==> config.mk <==
export PLATFORM = sky130hd
export DESIGN_NAME = pong_match_sequencer
export DESIGN_NICKNAME = d
export VERILOG_FILES = /design/src/rtl/pong_match_sequencer.sv
export SDC_FILE = /design/constraint.sdc
export NUM_CORES = 1
export LEC_CHECK = 0
export ABC_AREA = 1
export CELL_PAD_IN_SITES_DETAIL_PLACEMENT = 0
export CELL_PAD_IN_SITES_GLOBAL_PLACEMENT = 2
export CORE_UTILIZATION = 27
export DETAILED_ROUTE_END_ITERATION = 6
export PLACE_DENSITY_LB_ADDON = 0.1
export SYNTH_ARGS = -nofsm -noshare
export SYNTH_HDL_FRONTEND = slang
export SYNTH_SLANG_ARGS = --single-unit
==> constraint.sdc <==
create_clock -name game_clk -period 1.7 [get_ports game_clk]
set_input_delay 0.255 -clock game_clk [delete_from_list [all_inputs] [get_ports game_clk]]
set_output_delay 0.255 -clock game_clk [all_outputs]
set_load 0.02 [all_outputs]
==> src/rtl/pong_match_sequencer.sv <==
// Pong match sequencer: IDLE/SERVE/PLAY/POINT/OVER control with scoring.
// Ports: game_clk, reset (sync, active-high), frame_tick, start, lossA,
//   lossB in; ball_reset, motion_en, serve_dir, scoreA, scoreB,
//   game_over, winner, state out. All outputs come from registers.
module pong_match_sequencer #(
  parameter int WIN_SCORE   = 5,
  parameter int SERVE_DELAY = 60,
  parameter int POINT_HOLD  = 30
) (
  input  logic       game_clk,
  input  logic       reset,
  input  logic       frame_tick,
  input  logic       start,
  input  logic       lossA,
  input  logic       lossB,
  output logic       ball_reset,
  output logic       motion_en,
  output logic       serve_dir,
  output logic [2:0] scoreA,
  output logic [2:0] scoreB,
  output logic       game_over,
  output logic       winner,
  output logic [2:0] state
);

  localparam logic [2:0] S_IDLE  = 3'd0;
  localparam logic [2:0] S_SERVE = 3'd1;
  localparam logic [2:0] S_PLAY  = 3'd2;
  localparam logic [2:0] S_POINT = 3'd3;
  localparam logic [2:0] S_OVER  = 3'd4;

  localparam logic [2:0] WIN  = 3'(WIN_SCORE);
  localparam logic [7:0] SDLY = 8'(SERVE_DELAY);
  localparam logic [7:0] PHLD = 8'(POINT_HOLD);

  logic [2:0] state_q, state_d;
  logic [7:0] cnt_q, cnt_d;
  logic [2:0] scoreA_q, scoreA_d;
  logic [2:0] scoreB_q, scoreB_d;
  logic       dir_q, dir_d;
  logic       winner_q, winner_d;
  logic       start_q;

  logic       start_edge;
  logic       serve_done;
  logic       hold_done;
  logic       match_won;
  logic [7:0] cnt_inc;

  assign start_edge = start & ~start_q;
  assign cnt_inc    = cnt_q + 8'd1;
  // The tick that would make the counter reach its limit ends the phase.
  assign serve_done = frame_tick && (cnt_inc == SDLY);
  assign hold_done  = frame_tick && (cnt_inc == PHLD);
  assign match_won  = (scoreA_q == WIN) || (scoreB_q == WIN);

  // State register (plus datapath registers).
  always_ff @(posedge game_clk) begin
    if (reset) begin
      state_q  <= S_IDLE;
      cnt_q    <= 8'd0;
      scoreA_q <= 3'd0;
      scoreB_q <= 3'd0;
      dir_q    <= 1'b0;
      winner_q <= 1'b0;
      start_q  <= 1'b0;
    end else begin
      state_q  <= state_d;
      cnt_q    <= cnt_d;
      scoreA_q <= scoreA_d;
      scoreB_q <= scoreB_d;
      dir_q    <= dir_d;
      winner_q <= winner_d;
      start_q  <= start;
    end
  end

  // Next-state logic.
  always_comb begin
    state_d = state_q;
    unique case (state_q)
      S_IDLE:  if (start_edge) state_d = S_SERVE;
      S_SERVE: if (serve_done) state_d = S_PLAY;
      S_PLAY:  if (lossA || lossB) state_d = S_POINT;
      S_POINT: begin
        if (hold_done) state_d = match_won ? S_OVER : S_SERVE;
      end
      S_OVER:  if (start_edge) state_d = S_SERVE;
      default: state_d = S_IDLE;
    endcase
  end

  // Datapath next values: frame counter, scores, serve direction, winner.
  always_comb begin
    cnt_d    = cnt_q;
    scoreA_d = scoreA_q;
    scoreB_d = scoreB_q;
    dir_d    = dir_q;
    winner_d = winner_q;

    if (state_d != state_q) cnt_d = 8'd0;
    else if (frame_tick)    cnt_d = cnt_inc;

    if ((state_q == S_IDLE || state_q == S_OVER) && start_edge) begin
      scoreA_d = 3'd0;
      scoreB_d = 3'd0;
    end

    // A double miss is a dead ball: no score, direction kept.
    if (state_q == S_PLAY) begin
      unique case (1'b1)
        lossA && !lossB: begin
          if (scoreB_q != WIN) scoreB_d = scoreB_q + 3'd1;
          dir_d = 1'b0;
        end
        lossB && !lossA: begin
          if (scoreA_q != WIN) scoreA_d = scoreA_q + 3'd1;
          dir_d = 1'b1;
        end
        default: ;
      endcase
    end

    if (state_q == S_POINT && state_d == S_OVER)
      winner_d = (scoreA_q == WIN) ? 1'b0 : 1'b1;
  end

  // Output decode from registered state only.
  always_comb begin
    ball_reset = 1'b1;
    motion_en  = 1'b0;
    game_over  = 1'b0;
    unique case (state_q)
      S_IDLE:  ;
      S_SERVE: ;
      S_PLAY: begin
        ball_reset = 1'b0;
        motion_en  = 1'b1;
      end
      S_POINT: ball_reset = 1'b0;
      S_OVER:  game_over = 1'b1;
      default: ;
    endcase
  end

  assign serve_dir = dir_q;
  assign scoreA    = scoreA_q;
  assign scoreB    = scoreB_q;
  assign winner    = winner_q;
  assign state     = state_q;

endmodule

==> run summary <==
### Floorplan
- **chip height** 71.96 um
- **core area** 0.004723 mm^2
- **Placement Rows** 25
- **x dimension of the die** 71.96 um
- **overall die area** 0.005178 mm^2
- **number of top-level design ports** 20
- **starting density of the core** 27.97%

### Clock network
- **clock-pin slew reported for the worst setup and hold paths after clock tree synthesis** 0.08 ns
- **TritonCTS Buffers** 3
- **clock latency at the later pin of the worst-skew pair** 0.26 ns
- **Post-CTS Hold Fix Bufs** 0
- **CTS Sinks** 20
- **H-Tree Level Count** 1
- **maximum clock insertion buffer count** 2
- **CTS root buffer** sky130_fd_sc_hd__clkbuf_8
- **CTS tree** yes

### Yosys
- **Post-Syn Area** 0.001321 mm^2
- **XOR/XNOR share of the synthesized area** 0.6629%
- **Post-Synthesis Cells** 186
- **adder and majority cell fraction of the synthesized area** 9.470%
- **post-synthesis simple-gate area fraction** 33.62%
- **post-synth net total** 202
- **share of cell area taken by muxes after synthesis** 0%
- **yosys warns** 0
- **synth unique cells** 27
- **main combinational cell family by area after synthesis** simple AND/OR/NAND/NOR gates
- **number of storage elements in the synthesis netlist** 20
- **synthesized area divided by synthesized cell count** 7.104 um^2
- **fraction of the mapped netlist area in compound gates** 15.15%
- **share of the yosys chip area belonging to registers** 30.30%

### Final layout
- **storage element area** 411.6 um^2
- **Layout Nets** 236
- **number of fillers in the final layout** 505
- **total area of multi-input combinational cells** 854.6 um^2
- **share of post-route cells with drive strength above 1** 24.66%
- **area growth from synthesis to final layout** 39.02%
- **final non-filler cell area** 0.001837 mm^2
- **number of diodes** 0
- **Final Util** 38.89%

### Pwr
- **leakage power figure** 0.7432 nW
- **IR Drop Worst-Case VDD** 258.8 uV
- **total power divided by cell area** 585.0 mW/mm^2

### Placed design
- **routability-driven placement congestion ratio** 0.7817
- **instance area at placement** 0.001683 mm^2
- **post-detailed-placement half-perimeter wirelength** 2507 um
- **input/output buffers** 19

### Timing
- **setup repair after global routing missed its margin** true
- **timing-limited maximum frequency** 0.5722 GHz
- **fin crit share** 102.8%
- **post-route setup TNS** -0.2951 ns
- **final critical-path required period** 1.748 ns
- **Worst-Margin Slew** 0.4635 ns
- **worst relative slew slack** 68.86%
- **worst clock skew** 0.006419 ns
- **post-layout worst setup margin** -0.04772 ns
- **final count of hold timing violations** 0
- **final slew viol count** 0
- **final count of negative-setup-slack endpoints** 8

### Drt
- **detailed-route wire length per cell** 11.19 um
- **antenna violation net count after detailed routing** 0
- **DR DRC count** 0
- **final routed wirelength across all metal layers** 3199 um
- **DR vias/cell** 4.406
- **First-pass DRT Iterations** 2
- **DR vias** 1,260
- **Iteration-0 DRC Markers** 22

### Critical path
- **critical path required time** 1.85 ns
- **crit-path max FO** 8
- **beginning of the worst register-to-register path** cnt_q[0]
- **cell family contributing the most delay on the critical path** simple AND/OR/NAND/NOR gates
- **element type at the critical path end** flip-flop
- **CP startpoint kind** flip-flop
- **arrival time worst endpoint** 1.90 ns
- **most frequent CP cell** sky130_fd_sc_hd__nand3_4
- **Crit Path Class** flip-flop to flip-flop
- **worst stage delay on the critical path** 0.37 ns
- **library cell contributing the largest single delay on the critical path** sky130_fd_sc_hd__dfxtp_4
- **CP cell instances** ha_4, nand2_1, inv_1, nor2_1, nand3_1, nor2_4, nand3_4, a21oi_4, nand3_2, nand3_4, nor3_2
- **combined buffer and inverter count along the critical path** 1
- **Critical Path Start** cnt_q[0]
- **R2R Setup Slk** -0.05 ns

### Global route
- **fraction of met1 tracks used by global routing** 16.32%
- **wire length of the first global-routing pass** 5664 um
- **maximum number of pins on one net before global-route repair** 12
- **number of global-route vias before repair** 1,246
- **GR peak layer** met2
- **global route overflow** 0
- **global-route total usage across every layer** 13.93%
- **met3 Usage GRT** 1.806%
- **number of antenna violations at the first check in global routing** 0
- **global-route track usage on met2** 26.42%

### Min path
- **Hold Path Class** flip-flop to flip-flop
- **worst hold start** winner

### Run
- **max-cap check violation count** 0

### Run status
- **outcome** finished with violations
- **failing checks** setup timing

-- cells in the mapped netlist --
cell,number,area [um^2]
sky130_fd_sc_hd__o22ai_4,1,20.02
sky130_fd_sc_hd__a31oi_1,2,12.51
sky130_fd_sc_hd__o21ai_2,1,8.760
sky130_fd_sc_hd__dfxtp_1,20,400.4
sky130_fd_sc_hd__o21ai_1,1,5.000
sky130_fd_sc_hd__nand3_4,1,17.52
sky130_fd_sc_hd__nor2_4,2,22.52
sky130_fd_sc_hd__o21ai_0,13,65.06
sky130_fd_sc_hd__inv_1,35,131.4
sky130_fd_sc_hd__xnor2_1,1,8.760
sky130_fd_sc_hd__nand3_2,2,20.02
sky130_fd_sc_hd__nand4_1,2,12.51
sky130_fd_sc_hd__clkbuf_1,2,7.510
sky130_fd_sc_hd__nand2_2,2,12.51
sky130_fd_sc_hd__o211ai_1,1,7.510
sky130_fd_sc_hd__a21oi_2,1,8.760
sky130_fd_sc_hd__nor3_2,8,80.08
sky130_fd_sc_hd__a21oi_1,10,50.05
sky130_fd_sc_hd__inv_2,1,3.750
sky130_fd_sc_hd__a211oi_1,2,15.01
sky130_fd_sc_hd__nor2_2,4,25.02
sky130_fd_sc_hd__nor3_1,1,5.000
sky130_fd_sc_hd__nand3_1,13,65.06
sky130_fd_sc_hd__ha_1,10,125.1
sky130_fd_sc_hd__nor2_1,15,56.30
sky130_fd_sc_hd__nand2_1,34,127.6
sky130_fd_sc_hd__o21bai_1,1,7.510
-- area by class of cell --
type	count	share of cell area [%]
clock buffers	4	2.997
multi-input cells	128	46.53
flip-flops and latches	20	22.41
inverters	36	7.357
repair buffers	31	16.14
well taps	67	4.564
-- flip-flops by register name, indices dropped and copies added, names as in the netlist --
name / cells
cnt_q: 8
scoreA: 3
scoreB: 3
state: 3
serve_dir: 1
start_q: 1
winner: 1
-- final timing paths --
| check | to | cells after the start |
|---|---|---|
| max reg2reg | cnt_q[0] | 11 |
| max | cnt_q[0] | 11 |
| min | winner | 2 |
| min reg2reg | winner | 2 |
-- worst reg2reg max path, delay by kind of cell (launching register included) --
family / cells / cell delay (ns)
AO/OA/AOI/OAI: 1 / 0.18
adder cells (fa/ha/maj): 1 / 0.17
buffers and inverters: 1 / 0.06
flip-flops: 1 / 0.37
AND/OR/NAND/NOR: 8 / 0.88
-- timing repair --
| action | CTS | global route |
|---|---|---|
| resized for setup | 19 | 9 |
| endpoints found under the setup margin | 12 | 11 |
| buffers inserted | 2 | 0 |
| hold endpoints to repair | 0 | 0 |
| pin swaps | 4 | 5 |
-- kinds of logic (layout without fill, tap and decap cells) --
kind of cell | after synthesis | after routing
compound gates | 33 | 33
xor+xnor | 1 | 1
fa+ha+maj | 10 | 10
buf+inv | 38 | 71
flops | 20 | 20
simple gates | 84 | 84
-- stage by stage --
stage                     total power, mW  setup slack (ns)  instances  hold slack (ns)
after detailed placement           0.6809           -0.1157        280           0.4613
after global placement             0.6789          -0.09008        280           0.4506
final                               1.075          -0.04772        286           0.4708
after floorplan                    0.6188           0.01117        186           0.3799
after CTS                           1.080          -0.03293        286           0.4740
after global routing                1.145           -0.1687        286           0.5012
-- power by group --
part	leakage [nW]	switching, mW	internal [mW]
Sequential	0.165	0.0201	0.485
Combinational	0.549	0.110	0.0847
Clock	0.0288	0.169	0.206
-- routing by layer --
metal	routed length [um]	up-vias	share of wire, %
met5	0	-	0
met4	36	0	1.1
met3	50	4	1.6
met2	1652	13	52
met1	1459	578	46
li1	-	665	-
-- placed cells by master (no fill, tap or decap), drive strengths merged, types with 2 or more instances in the layout --
cell type / count
a211oi: 2
a21oi: 11
a31oi: 2
buf: 12
clkbuf: 4
clkdlybuf4s50: 16
dfxtp: 20
dlygate4sd2: 3
ha: 10
inv: 36
nand2: 36
nand3: 16
nand4: 2
nor2: 21
nor3: 9
o21ai: 15
Note: power is estimated with default switching activity, not from simulation.
